`config.mk`:
```
export PLATFORM = sky130hd
export DESIGN_NAME = la_counter_user_proj_flat
export DESIGN_NICKNAME = d
export VERILOG_FILES = /design/src/rtl/la_counter_user_proj_if.sv /design/src/rtl/la_counter_user_proj.sv /design/src/flat_wrapper.sv
export SDC_FILE = /design/constraint.sdc
export NUM_CORES = 1
export LEC_CHECK = 0
export BUFFER_PORTS_ARGS = -buffer_cell sky130_fd_sc_hd__clkbuf_2
export CORE_AREA = 2 2 236 238
export CTS_BUF_LIST = sky130_fd_sc_hd__clkbuf_8
export CTS_CLUSTER_DIAMETER = 30
export DETAILED_ROUTE_END_ITERATION = 8
export DIE_AREA = 0 0 238 240
export GPL_TIMING_DRIVEN = 0
export HOLD_SLACK_MARGIN = 0.03
export PLACE_DENSITY_LB_ADDON = 0.3
export SKIP_CTS_REPAIR_TIMING = 1
export SYNTH_ARGS = -nofsm -noshare
export SYNTH_HDL_FRONTEND = slang
export SYNTH_SLANG_ARGS = --single-unit
```
`constraint.sdc`:
```
create_clock -name wb_clk_i -period 5.75 [get_ports wb_clk_i]
set_clock_uncertainty 0.2 [all_clocks]
set_input_delay 1.15 -clock wb_clk_i [delete_from_list [all_inputs] [get_ports wb_clk_i]]
set_output_delay 1.15 -clock wb_clk_i [all_outputs]
set_load 0.01 [all_outputs]
```
`src/rtl/la_counter_user_proj_if.sv`:
```
// Wishbone slave bus between the management SoC and the user-area counter block.
interface la_counter_user_proj_if;
  logic        wbs_stb_i;
  logic        wbs_cyc_i;
  logic        wbs_we_i;
  logic [3:0]  wbs_sel_i;
  logic [31:0] wbs_adr_i;
  logic [31:0] wbs_dat_i;
  logic        wbs_ack_o;
  logic [31:0] wbs_dat_o;

  modport master (
    output wbs_stb_i, wbs_cyc_i, wbs_we_i, wbs_sel_i, wbs_adr_i, wbs_dat_i,
    input  wbs_ack_o, wbs_dat_o
  );

  modport slave (
    input  wbs_stb_i, wbs_cyc_i, wbs_we_i, wbs_sel_i, wbs_adr_i, wbs_dat_i,
    output wbs_ack_o, wbs_dat_o
  );
endinterface

```
`src/rtl/la_counter_user_proj.sv`:
```
// 32-bit LA/Wishbone-controlled free-running counter plus a 16-bit check register on IO[31:16].
// Every Wishbone access acks one cycle after the request; no wait states, no backpressure.
module la_counter_user_proj #(
  parameter logic [31:0] BASE_ADR = 32'h3000_0000,
  parameter int          CNT_W    = 32
) (
  input  logic                  wb_clk_i,
  input  logic                  wb_rst_i,
  la_counter_user_proj_if.slave wbs,
  input  logic [127:0]          la_data_in,
  input  logic [127:0]          la_oenb,
  output logic [127:0]          la_data_out,
  input  logic [37:0]           io_in,
  output logic [37:0]           io_out,
  output logic [37:0]           io_oeb
);

  logic [CNT_W-1:0] count, count_nxt, count_inc, count_la, count_wb;
  logic [15:0]      check, check_nxt;
  logic             ack_q;
  logic [31:0]      dat_q, rd_data;
  logic             hit, valid, wr, soft_rst, freeze;
  logic [1:0]       reg_idx;

  always_comb begin
    hit      = (wbs.wbs_adr_i[31:4] == BASE_ADR[31:4]);
    valid    = wbs.wbs_stb_i & wbs.wbs_cyc_i & hit & ~ack_q;
    wr       = valid & wbs.wbs_we_i;
    reg_idx  = wbs.wbs_adr_i[3:2];
    soft_rst = ~la_oenb[64] & la_data_in[64];
    freeze   = ~la_oenb[65] & la_data_in[65];

    // LA-driven bits override the incremented (or held) value bit by bit
    count_inc = freeze ? count : count + 32'd1;
    count_la  = (count_inc & la_oenb[63:32]) | (la_data_in[63:32] & ~la_oenb[63:32]);

    count_wb = count;
    for (int b = 0; b < 4; b++) begin
      if (wbs.wbs_sel_i[b]) count_wb[8*b +: 8] = wbs.wbs_dat_i[8*b +: 8];
    end

    count_nxt = count_la;
    if (soft_rst)                   count_nxt = '0;
    else if (wr && reg_idx == 2'd0) count_nxt = count_wb;

    check_nxt = check;
    if (wr && reg_idx == 2'd1) begin
      if (wbs.wbs_sel_i[0]) check_nxt[7:0]  = wbs.wbs_dat_i[7:0];
      if (wbs.wbs_sel_i[1]) check_nxt[15:8] = wbs.wbs_dat_i[15:8];
    end

    case (reg_idx)
      2'd0:    rd_data = count;
      2'd1:    rd_data = {16'h0000, check};
      default: rd_data = 32'h0000_0000;
    endcase
  end

  always_ff @(posedge wb_clk_i) begin
    if (wb_rst_i) begin
      count <= '0;
      check <= '0;
      ack_q <= 1'b0;
      dat_q <= '0;
    end else begin
      count <= count_nxt;
      check <= check_nxt;
      ack_q <= valid;
      if (valid) dat_q <= rd_data;
    end
  end

  assign wbs.wbs_ack_o = ack_q;
  assign wbs.wbs_dat_o = dat_q;

  assign la_data_out = {80'h0, check, count};
  // Only IO[31:16] is driven; everything else, including the housekeeping CSB, stays input
  assign io_out      = {6'h00, check, 16'h0000};
  assign io_oeb      = {6'h3F, 16'h0000, 16'hFFFF};

  logic unused_ok;
  assign unused_ok = &{1'b0, io_in, la_data_in[127:66], la_data_in[31:0],
                       la_oenb[127:66], la_oenb[31:0], wbs.wbs_adr_i[1:0]};

endmodule

```
`src/flat_wrapper.sv`:
```
// flat-port wrapper written by rule: the top's interface ports become plain ports
module la_counter_user_proj_flat 
#(
  parameter logic [31:0] BASE_ADR = 32'h3000_0000,
  parameter int          CNT_W    = 32
)
  (wb_clk_i, wb_rst_i, la_data_in, la_oenb, la_data_out, io_in, io_out, io_oeb, wbs_wbs_stb_i, wbs_wbs_cyc_i, wbs_wbs_we_i, wbs_wbs_sel_i, wbs_wbs_adr_i, wbs_wbs_dat_i, wbs_wbs_ack_o, wbs_wbs_dat_o);
  la_counter_user_proj_if wbs_i ();
  input  logic wb_clk_i;
  input  logic wb_rst_i;
  input  logic [127:0] la_data_in;
  input  logic [127:0] la_oenb;
  output logic [127:0] la_data_out;
  input  logic [37:0] io_in;
  output logic [37:0] io_out;
  output logic [37:0] io_oeb;
  input wire logic [$bits(wbs_i.wbs_stb_i)-1:0] wbs_wbs_stb_i;
  input wire logic [$bits(wbs_i.wbs_cyc_i)-1:0] wbs_wbs_cyc_i;
  input wire logic [$bits(wbs_i.wbs_we_i)-1:0] wbs_wbs_we_i;
  input wire logic [$bits(wbs_i.wbs_sel_i)-1:0] wbs_wbs_sel_i;
  input wire logic [$bits(wbs_i.wbs_adr_i)-1:0] wbs_wbs_adr_i;
  input wire logic [$bits(wbs_i.wbs_dat_i)-1:0] wbs_wbs_dat_i;
  output wire logic [$bits(wbs_i.wbs_ack_o)-1:0] wbs_wbs_ack_o;
  output wire logic [$bits(wbs_i.wbs_dat_o)-1:0] wbs_wbs_dat_o;
  assign wbs_i.wbs_stb_i = wbs_wbs_stb_i;
  assign wbs_i.wbs_cyc_i = wbs_wbs_cyc_i;
  assign wbs_i.wbs_we_i = wbs_wbs_we_i;
  assign wbs_i.wbs_sel_i = wbs_wbs_sel_i;
  assign wbs_i.wbs_adr_i = wbs_wbs_adr_i;
  assign wbs_i.wbs_dat_i = wbs_wbs_dat_i;
  assign wbs_wbs_ack_o = wbs_i.wbs_ack_o;
  assign wbs_wbs_dat_o = wbs_i.wbs_dat_o;
  la_counter_user_proj #(.BASE_ADR(BASE_ADR), .CNT_W(CNT_W)) u_core (.wb_clk_i(wb_clk_i), .wb_rst_i(wb_rst_i), .wbs(wbs_i), .la_data_in(la_data_in), .la_oenb(la_oenb), .la_data_out(la_data_out), .io_in(io_in), .io_out(io_out), .io_oeb(io_oeb));
endmodule
```
=== Word level (Yosys, flattened, before mapping) ===
Cells that the tools add are included.

* Mux-type cells: 7
* Eq/ne operators: 6
* Bitwise logic cells: 13
* Reduce and logical (&&, ||, !) cells: 6
* Add/sub/neg operators: 1

{| class="wikitable"
|+ Operators by type and width
! cell !! count
|-
| $and 32x32->32 || 2
|-
| $mux 32 || 2
|-
| $pmux 32 s2 || 1
|-
| $add 32x1->32 const B || 1
|-
| $mux 8 || 4
|-
| $not 32->32 || 1
|-
| $or 32x32->32 || 1
|-
| $eq 28x26->1 const B || 1
|-
| $ne 2x2->1 const B || 4
|-
| $and 1x1->1 || 6
|-
| $reduce_and 2->1 || 2
|-
| $not 1->1 || 3
|-
| $eq 2x1->1 const B || 1
|-
| $logic_and 1x1->1 || 2
|-
| $logic_not 2->1 || 1
|-
| $reduce_or 2->1 || 1
|}

* Bits in registers: 81
* Word-level logic and storage cells: 41
* Output and inout port bits: 237

=== Longest topological paths before layout ===
Gate-level depths: netlist of the first run.

* Depth after elaboration: 6
* Gate-level depth with buffers: 9

=== Worst setup path after synthesis of the first run ===
Ideal clock, no wire load.

* Kind: input-to-reg
* Start: input port wbs_wbs_adr_i[16]
* End: register (tool-made name)
* Data required time: 5.430 ns
* Arrival time: 2.986 ns
* Cell stages on the path: 7
* Path buffers: 1
* Path slack: 2.445 ns
* Library setup time: 0.120 ns
* Cell sequence: or4_4 -> nor4_4 -> and3_1 -> buf_2 -> nor2_1 -> and3_1 -> o31a_1

{| class="wikitable"
|+ RTL lines
! what !! line !! text
|-
| start, declared || flat_wrapper.sv:21 || <nowiki>input wire logic [$bits(wbs_i.wbs_adr_i)-1:0] wbs_wbs_adr_i;</nowiki>
|}

=== Worst setup path in the final report of the first run ===
* Start: input port wbs_wbs_adr_i[16]
* End: register u_core.dat_q[25], in the netlist u_core.wbs.wbs_dat_o[25]

* Longest elaborated chain between the ends: 3

{| class="wikitable"
|+ RTL lines
! what !! line !! text
|-
| $eq 28x26->1 || la_counter_user_proj.sv:26 || <nowiki>hit = (wbs.wbs_adr_i[31:4] == BASE_ADR[31:4]);</nowiki>
|-
| $and 1x1->1 (2 in a row) || la_counter_user_proj.sv:27 || <nowiki>valid = wbs.wbs_stb_i & wbs.wbs_cyc_i & hit & ~ack_q;</nowiki>
|-
| end signal, assigned || la_counter_user_proj.sv:69 || <nowiki>if (valid) dat_q <= rd_data;</nowiki>
|-
| end, declared || la_counter_user_proj.sv:21 || <nowiki>logic [31:0] dat_q, rd_data;</nowiki>
|}

No other way between the ends.
A chain may end at the register's enable or synchronous reset.

==> impl_results.md, run 1 <==
* Pin count of the biggest net entering global routing at 14
* Unrepaired setup endpoints after global routing: no
* Cell mode on critical path: nor4_4
* Clock slew at reported path FFs at about 100 ps
* Initial antenna violation count at 10
* Worst slew pin tran at 1037 ps
* Wire length per cell at 16.78 um
* Hold-critical path depth at 1
* Number of flops mapped to enable cells by yosys at 0
* Site Rows at 86
* Worst EP required at 5920 ps
* Seq cells post-synth at 81
* CTS tree: built
* Top cell type's share of synthesized area at 0.2808
* Die W at 238 um
* Area Overhead vs Synth at 47.87%
* Die area at 57120 um2
* Max Slew Vio Count at 0
* Crit-path cells: clkbuf_2, or4_4, nor4_4, nand2_4, nor4_4, buf_2, a22o_1
* Min-Delay Startpoint: u_core.wbs.wbs_dat_o[22]$_SDFFE_PP0P_
* Final min period at 3661 ps
* IO Port Bufs at roughly 230
* Router iterations before antenna repair at 5
* Bufs on Longest Clock Path at 2
* CP max stage cell: nor4_4
* Number of global-route vias before repair at roughly 5600
* Ports at 604
* Post-Syn Instances at 718
* End of the worst hold path: u_core.wbs.wbs_dat_o[22]$_SDFFE_PP0P_
* First DRT Iteration DRCs at 322
* Num CTS Buffers at 9
* R2R setup slack at approximately 2500 ps
* Most frequent cells in the layout: clkbuf_2 (231), buf_4 (157), conb_1 (140)
* Share of post-route cells with drive strength above 1 at 0.3799
* Starting Density at 0.1056
* Final period utilization at 0.6367
* Area leader, netlist: dfxtp_1
* Max Fclk at between 200 and 300 MHz
* Drt drc at 0
* Pleak at 4.039 nW
* Warnings from Yosys at 0
* Commonest non-fill, non-tap cell in the layout: clkbuf_2
* Worst Hold Class: reg2reg
* VDD IR-drop max at 0.08321 mV
* Die Ht at 240 um
* Grt total ovfl at 0
* Mean number of vias per cell at between 3 and 4
* Post-Syn Area at 5774 um2
* GPL Wtd Cong at between 0.7 and 0.8
* Area of the core at 54660 um2
* Setup Crit Path Kind: in2reg
* DP Area at 8329 um2
* Root buffer cell: clkbuf_8
* Post-Route WL at between 30000 and 40000 um
* Vias post-DR at 6207
* Top cells by area, synth: dfxtp_1 (28%), buf_4 (20%), mux2i_1 (6.9%)
* Reg2Reg Launch Point: u_core.count[0]$_SDFFE_PP0P_
* Most used DFF post-synth: dfxtp_1
* Power Dens Cells at 162.6 nW/um2
* Asr flop ratio synth at 0
* First-pass GRT wire length at about 41000 um
* Worst path max stage delay at 680 ps
* H-tree depth at 3
* Avg Cell Area, Syn at 8.042 um2
* Crit path DAT at ~3800 ps
* Final Instance Area at 8538 um2
* Routed Antenna Nets at 0
* Distinct cells, synth at 51
* All-Layer GR Usage at 0.1020
* Slew HR at 0.3028
* Setup TNS at 0 ps
* Status: complete, no violations
* Post-synthesis sequential area ratio at 0.2808
* Final nets at 1466
* Critical path endpoint category: flip-flop
* FF-to-FF path depth at 7
* CP Launch Type: input pin
* Clock sink count at between 80 and 90
* Crit-path max FO at 10
* Worst-Skew Late Latency at 430 ps
* Final Hold Fails at 0
* HPWL Detailed at 25250 um
* Max Cap Violations at 0
* Final setup viols at 0
==> report_power, final <==
group	total (mW)	internal (mW)	leakage, nW	switching, mW
Clock	0.485	0.223	0.107	0.262
Combinational	0.304	0.142	3.28	0.162
Sequential	0.600	0.573	0.657	0.0267
Total	1.39	0.938	4.04	0.450
==> worst max-delay path by stage <==
| stage | start | to | slack [ps] | depth (start not counted) |
|---|---|---|---|---|
| floorplan | wbs_wbs_adr_i[16] | flip-flop | 2440 | 7 |
| global placement | wbs_wbs_adr_i[16] | u_core.wbs.wbs_dat_o[21]$_SDFFE_PP0P_ | 1600 | 7 |
| detailed placement | wbs_wbs_adr_i[16] | u_core.wbs.wbs_dat_o[28]$_SDFFE_PP0P_ | 1540 | 7 |
| CTS | wbs_wbs_adr_i[16] | u_core.wbs.wbs_dat_o[22]$_SDFFE_PP0P_ | 2030 | 7 |
| global route | wbs_wbs_adr_i[16] | u_core.wbs.wbs_dat_o[22]$_SDFFE_PP0P_ | 1880 | 7 |
| finish | wbs_wbs_adr_i[16] | u_core.wbs.wbs_dat_o[25]$_SDFFE_PP0P_ | 2090 | 7 |
==> kinds of logic (layout without fill, tap and decap cells) <==
| logic type | count (synthesis) | after routing | share of synthesized area |
|---|---|---|---|
| buf+inv | 211 | 458 | 0.2403 |
| mux | 40 | 40 | 0.06934 |
| other cells | 2 | 141 | 0.001301 |
| xor+xnor | 30 | 30 | 0.04550 |
| compound gates | 154 | 154 | 0.1703 |
| simple gates | 199 | 199 | 0.1902 |
| fa+ha+maj | 1 | 1 | 0.002167 |
| flops | 81 | 81 | 0.2808 |
==> layout make-up <==
cell class | count | area, um2
fillers | 6320 | 46120
multi-input cells | 564 | 3283
flip-flops and latches | 81 | 1622
plain buffers | 192 | 1316
repair buffers | 231 | 1156
well taps | 704 | 880.8
clock buffers | 11 | 151.4
inverters | 19 | 71.32
clock inverters | 5 | 55.05
diodes | 1 | 2.502
==> through the flow <==
step           total power, mW  std cells  hold slack (ps)  setup WS [ps]  utilization
2_1_floorplan           0.7994        856            322.6           2445            -
3_3_place_gp            0.9125       1791            265.3           1596       0.1524
3_5_place_dp            0.9140       1791            264.2           1542       0.1524
4_1_cts                  1.423       1807            292.4           2030       0.1562
5_1_grt                  1.472       1807            303.1           1884       0.1562
6_report                 1.389       1808            292.0           2089       0.1562
==> routing by layer <==
metal | global-route usage | up-vias | share of wire
met2 | 0.1520 | 302 | 0.43
met4 | 0.02652 | 18 | 0.012
met3 | 0.03467 | 38 | 0.082
met5 | 0 | - | 0.0034
li1 | - | 3015 | -
met1 | 0.1395 | 2834 | 0.48
==> synthesized netlist by cell type, types with 4 or more instances <==
cell and count:
a31oi_1 20, nor3_1 21, nor2b_1 5, clkbuf_1 29, a21oi_1 53, and3_1 7, buf_4 157, buf_2 5
o211ai_1 7, a211oi_1 4, o21ai_0 22, and4_1 6, a22o_1 18, nand2b_1 6, nand3_1 28, xor2_1 6
xnor2_1 24, nor2_1 44, nand2_1 40, o32ai_1 8, o221ai_1 5, mux2i_1 40, dfxtp_1 81, o22ai_1 4
and2_1 5, nor4_1 5, inv_1 18, a2111oi_0 4, nand4_1 13
==> critical path: cells and delay by family <==
kind            cells  cell delay, ps
simple gates        4            2050
buf+inv             2             450
compound gates      1             160
Note: power is estimated with default switching activity, not from simulation.
==> inputs of run 2 (changes only) <==
Clock period 5.75 ns to 3.2 ns, I/O delays scaled along.
==> run 2 against run 1 <==
Core utilization up 0.078 points. Via count grew 0.66%. Hold slack got worse by 40 ps.
==> impl_results.md, run 2 (synthesis gave the netlist of run 1 again) <==
* Vias post-DR at 6248 (+0.66%)
* Area Overhead vs Synth at 48.60%
* Die W at 238 um (unchanged)
* Area of the multi-input gates at 3306 um2 (+0.69%)
* All-Layer GR Usage at 0.1020 (unchanged)
* Router iterations before antenna repair at 5 (unchanged)
* Num CTS Buffers at 9 (unchanged)
* VDD IR-drop max at 0.1500 mV (+80%)
* Worst Hold Class: in2reg
* CP Launch Type: input pin
* Power Dens Cells at 290.8 nW/um2 (+79%)
* Setup Crit Path Kind: in2reg
* Max Fclk at 333.5 MHz
* Worst-Skew Late Latency at 430 ps (about the same)
* Most frequent cells in the layout: clkbuf_2 (231), buf_4 (159), conb_1 (140)
* Status: complete, no violations
* Die Ht at 240 um (unchanged)
* First DRT Iteration DRCs at 300 (-6.8%)
* Pin count of the biggest net entering global routing at 14 (unchanged)
* Root buffer cell: clkbuf_8
* Initial antenna violation count at 10 (unchanged)
* Fillers at 6317 (-0.047%)
* Grt total ovfl at 0 (unchanged)
* GPL Wtd Cong at 0.7323 (unchanged)
* Number of global-route vias before repair at 5583 (unchanged)
* Site Rows at 86 (unchanged)
* IO Port Bufs at 231 (unchanged)
* First-pass GRT wire length at 40530 um (unchanged)
* Area of the core at 54660 um2 (unchanged)
* Max Cap Violations at 0 (unchanged)
* Mean number of vias per cell at 3.448 (+0.44%)
* Final period utilization at 0.9370
* Final Hold Fails at 0 (unchanged)
* Worst slew pin tran at 921.3 ps (-115.9 ps)
* Routed Antenna Nets at 0 (unchanged)
* Max Slew Vio Count at 0 (unchanged)
* Unrepaired setup endpoints after global routing: no
* Crit path buffers/inverters at 2 (unchanged)
* Slew HR at 0.3858 (+0.08300)
* Crit path DAT at 3150 ps (-680 ps)
* Drt drc at 0 (unchanged)
* Starting Density at 0.1056 (unchanged)
* Register area at 1622 um2 (unchanged)
* Final min period at approximately 3000 ps
* CTS tree: built
* HPWL Detailed at 25250 um (unchanged)
* Share of post-route cells with drive strength above 1 at 0.3819 (+0.002027)
* Crit-path cells: clkbuf_2, or4_4, nor4_4, nand2_4, clkbuf_1, nor3_1, a21oi_1, nor2_1
* Final nets at 1468 (+0.14%)
* Crit path max-delay family: simple AND/OR/NAND/NOR gates
* Worst path max stage delay at 560 ps (-120 ps)
* H-tree depth at 3 (unchanged)
* Clock sink count at 81 (unchanged)
* Post-Route WL at 30400 um (+0.23%)
* Crit-path max FO at 10 (unchanged)
* Wire length per cell at 16.78 um (about the same)
* DP Area at 8329 um2 (unchanged)
* Fin Hold WS at 251.9 ps (-40.10 ps)
* Final Instance Area at 8581 um2 (+0.50%)
* Die area at 57120 um2 (unchanged)
* Worst EP required at 3350 ps (-2570 ps)
* Pleak at 4.083 nW (+1.1%)
* CP max stage cell: nor4_4
* Ports at 604 (unchanged)
* Clock slew at reported path FFs at 100 ps (about the same)
* Bufs on Longest Clock Path at 2 (unchanged)
* Final setup viols at 0 (unchanged)
* Critical path endpoint category: flip-flop
* Commonest non-fill, non-tap cell in the layout: clkbuf_2
run 2: changes by cell type in the layout (fill, tap and decap cells not counted), sizes merged:
| cell | before | now |
|---|---|---|
| buf | 163 | 165 |
| diode | 1 | 3 |
run 2: worst paths after layout:
| path | from | endpoint | slack (ps) | cells after the start |
|---|---|---|---|---|
| max | wbs_wbs_adr_i[16] | u_core.wbs.wbs_dat_o[8]$_SDFFE_PP0P_ | 200 | 8 |
| min | la_oenb[54] | flip-flop | 250 | 2 |
| max reg2reg | u_core.count[0]$_SDFFE_PP0P_ | flip-flop | 330 | 7 |
| min reg2reg | u_core.wbs.wbs_dat_o[31]$_SDFFE_PP0P_ | u_core.wbs.wbs_dat_o[31]$_SDFFE_PP0P_ | 290 | 1 |
run 2: per-stage QoR:
step | worst slack, ps | TNS [ps] | cells | utilization | power [mW]
3_5_place_dp | -498.0 | -17570 | 1791 | 0.1524 | 1.642
3_3_place_gp | -443.5 | -13770 | 1791 | 0.1524 | 1.640
2_1_floorplan | 404.6 | 0 | 856 | - | 1.436
6_report | 201.6 | 0 | 1812 | 0.1570 | 2.495
5_1_grt | 8.874 | 0 | 1809 | 0.1568 | 2.646
4_1_cts | -143.6 | -517.5 | 1807 | 0.1562 | 2.557
run 2: final cells by class:
cell class                      instances  area share
Clock inverter                          5    0.006416
Sequential cell                        81      0.1890
Inverter                               19    0.008311
Buffer                                192      0.1534
Clock buffer                           11     0.01764
Tap cell                              704      0.1027
Multi-Input combinational cell        564      0.3852
Antenna cell                            3   0.0008749
Timing Repair Buffer                  233      0.1365
run 2: power by group:
part / switching (mW) / internal [mW]
sequential: 0.0483 / 1.03
clock: 0.471 / 0.401
combinational: 0.290 / 0.256
total: 0.809 / 1.69
run 2: routing by layer:
layer / wire [um] / part of all wire / track usage
met5: 103 / 0.0034 / 0
met4: 337 / 0.011 / 0.02652
met3: 2711 / 0.089 / 0.03467
met2: 13020 / 0.43 / 0.1520
met1: 14230 / 0.47 / 0.1395
run 2: worst register-to-register path, delay by kind of cell, from the launching register on:
family                     cells  cell delay [ps]
AOI/OAI and AO/OA              1              180
adders and majority gates      1              260
DFF                            1              530
and+or+nand+nor                4             1410
xor gates and xnor gates       1              230
==> inputs of run 3 (changes only) <==
Settings changed: CELL_PAD_IN_SITES_DETAIL_PLACEMENT set to 0, CELL_PAD_IN_SITES_GLOBAL_PLACEMENT set to 1, CORE_AREA 2 2 236 238 to 2 2 233 235, DIE_AREA 0 0 238 240 to 0 0 235 237, REMOVE_ABC_BUFFERS set to 1.
==> run 3 against run 2 <==
Sequential power about the same. Wire length down 9.4%. Critical path depth down 1.
==> impl_results.md, run 3 (synthesis gave the netlist of run 1 again) <==
* Pin count of the biggest net entering global routing at 54 (+40)
* Post-Route WL at 27550 um (-9.4%)
* Grt total ovfl at 0 (unchanged)
* GPL Wtd Cong at 0.6780 (-7.4%)
* Worst slew pin tran at 1147 ps (+226.1 ps)
* Ports at 604 (unchanged)
* Router iterations before antenna repair at 4 (-1)
* Fillers at 6208 (-1.7%)
* Vias post-DR at 5598 (-10%)
* Final min period at 2973 ps (-25.83 ps)
* Clock sink count at 81 (unchanged)
* Worst EP required at 3340 ps (about the same)
* Share of post-route cells with drive strength above 1 at 0.3072 (-0.07470)
* Max Cap Violations at 0 (unchanged)
* Die Ht at 237 um (-1.3%)
* Pleak at 3.297 nW (-19%)
* First-pass GRT wire length at 37540 um (-7.4%)
* Starting Density at 0.1084 (+0.002736)
* Most frequent cells in the layout: clkbuf_2 (235), conb_1 (140), dfxtp_1 (81)
* Power Dens Cells at 308.0 nW/um2 (+5.9%)
* Setup Crit Path Kind: in2reg
* VDD IR-drop max at 0.2052 mV (+37%)
* Number of global-route vias before repair at 5161 (-7.6%)
* Routed Antenna Nets at 0 (unchanged)
* Root buffer cell: clkbuf_8
* Initial antenna violation count at 11 (+1)
* Commonest non-fill, non-tap cell in the layout: clkbuf_2
* Wire length per cell at 16.88 um (+0.61%)
* Bufs on Longest Clock Path at 2 (unchanged)
* Max Slew Vio Count at 0 (unchanged)
* Area of the core at 53280 um2 (-2.5%)
* Area Overhead vs Synth at 30.99%
* Fin Hold WS at 213.5 ps (-38.36 ps)
* Critical path endpoint category: flip-flop
* Slew HR at 0.2351 (-0.1508)
* Site Rows at 85 (-1.2%)
* HPWL Detailed at 20790 um (-18%)
* CTS tree: built
* Final Hold Fails at 0 (unchanged)
* Mean number of vias per cell at 3.430 (-0.52%)
* IO Port Bufs at 235 (+1.7%)
* Die area at 55700 um2 (-2.5%)
* Crit-path max FO at 19 (+9)
* Status: complete, no violations
* Drt drc at 0 (unchanged)
* Pre-CTS setup slack at -1810 ps (-1312 ps)
* Die W at 235 um (-1.3%)
* Final setup viols at 0 (unchanged)
* Unrepaired setup endpoints after global routing: no
* CP Launch Type: input pin
* First DRT Iteration DRCs at 238 (-21%)
* Final period utilization at 0.9289 (-0.008073)
* Num CTS Buffers at 9 (unchanged)
* All-Layer GR Usage at 0.09471 (-0.007304)
* Worst-Skew Late Latency at 450 ps (+20 ps)
* Crit path DAT at 3110 ps (-40 ps)
* Final WS setup at 227.4 ps (+25.83 ps)
* H-tree depth at 3 (unchanged)
* Clock slew at reported path FFs at 110 ps (about the same)
* Max Fclk at 336.4 MHz (+0.87%)
* Final nets at 1294 (-12%)
* Worst Hold Class: in2reg
## run 3: cell count changes in the layout (fill, tap and decap cells not counted), moves of 3 or more
cell	before	now
buf_16	0	3
inv_6	0	3
nor2_1	44	41
buf_4	159	5
clkbuf_1	29	0
clkbuf_2	231	235
buf_12	0	5
buf_2	5	0
## run 3: cell type report
class,count,area [um2],share of cell area
repair buffers,250,1423,0.1881
well taps,696,870.8,0.1151
clock buffers,9,123.9,0.01638
diodes,5,12.51,0.001654
clock inverters,7,60.06,0.007940
inverters,19,71.32,0.009429
flip-flops and latches,81,1622,0.2144
multi-input cells,565,3381,0.4470
## run 3: path summary, 6_finish.rpt
kind                                               from                               endpoint  slack [ps]  depth (start not counted)
hold / removal                              la_oenb[54]                              flip-flop         210                          2
hold reg to reg   u_core.wbs.wbs_dat_o[31]$_SDFFE_PP0P_  u_core.wbs.wbs_dat_o[31]$_SDFFE_PP0P_         290                          1
setup / recovery                       wbs_wbs_adr_i[3]                              flip-flop         230                          7
setup reg to reg        u_core.wbs.wbs_ack_o$_SDFF_PP0_                              flip-flop         390                          6
## run 3: worst max-delay path: stages
cell and delay [ps]:
clkbuf_2 400, nand2b_1 460, nor2_4 300, and3_4 470, nor2_1 250, and3_1 290
o31a_1 270
## run 3: layer usage
metal	GRT usage	wire [um]	share of wire
met5	0	69	0.0025
met4	0.02839	303	0.011
met3	0.03929	2453	0.089
met2	0.1493	12220	0.44
met1	0.1173	12500	0.45
## run 3: through the flow
| stage | util | area, um2 | total power [mW] | TNS [ps] | std cells |
|---|---|---|---|---|---|
| after floorplan | - | 4976 | 1.286 | -303.1 | 664 |
| after global placement | 0.1318 | 7023 | 1.512 | -98810 | 1595 |
| after detailed placement | 0.1348 | 7182 | 1.531 | -69150 | 1600 |
| after CTS | 0.1382 | 7366 | 2.394 | -35560 | 1616 |
| after global routing | 0.1418 | 7553 | 2.471 | 0 | 1628 |
| final | 0.1420 | 7564 | 2.330 | 0 | 1632 |
## run 3: where the power goes
part / switching [mW] / leakage (nW) / internal, mW
combinational: 0.269 / 2.56 / 0.156
clock: 0.531 / 0.0848 / 0.295
sequential: 0.0500 / 0.657 / 1.03
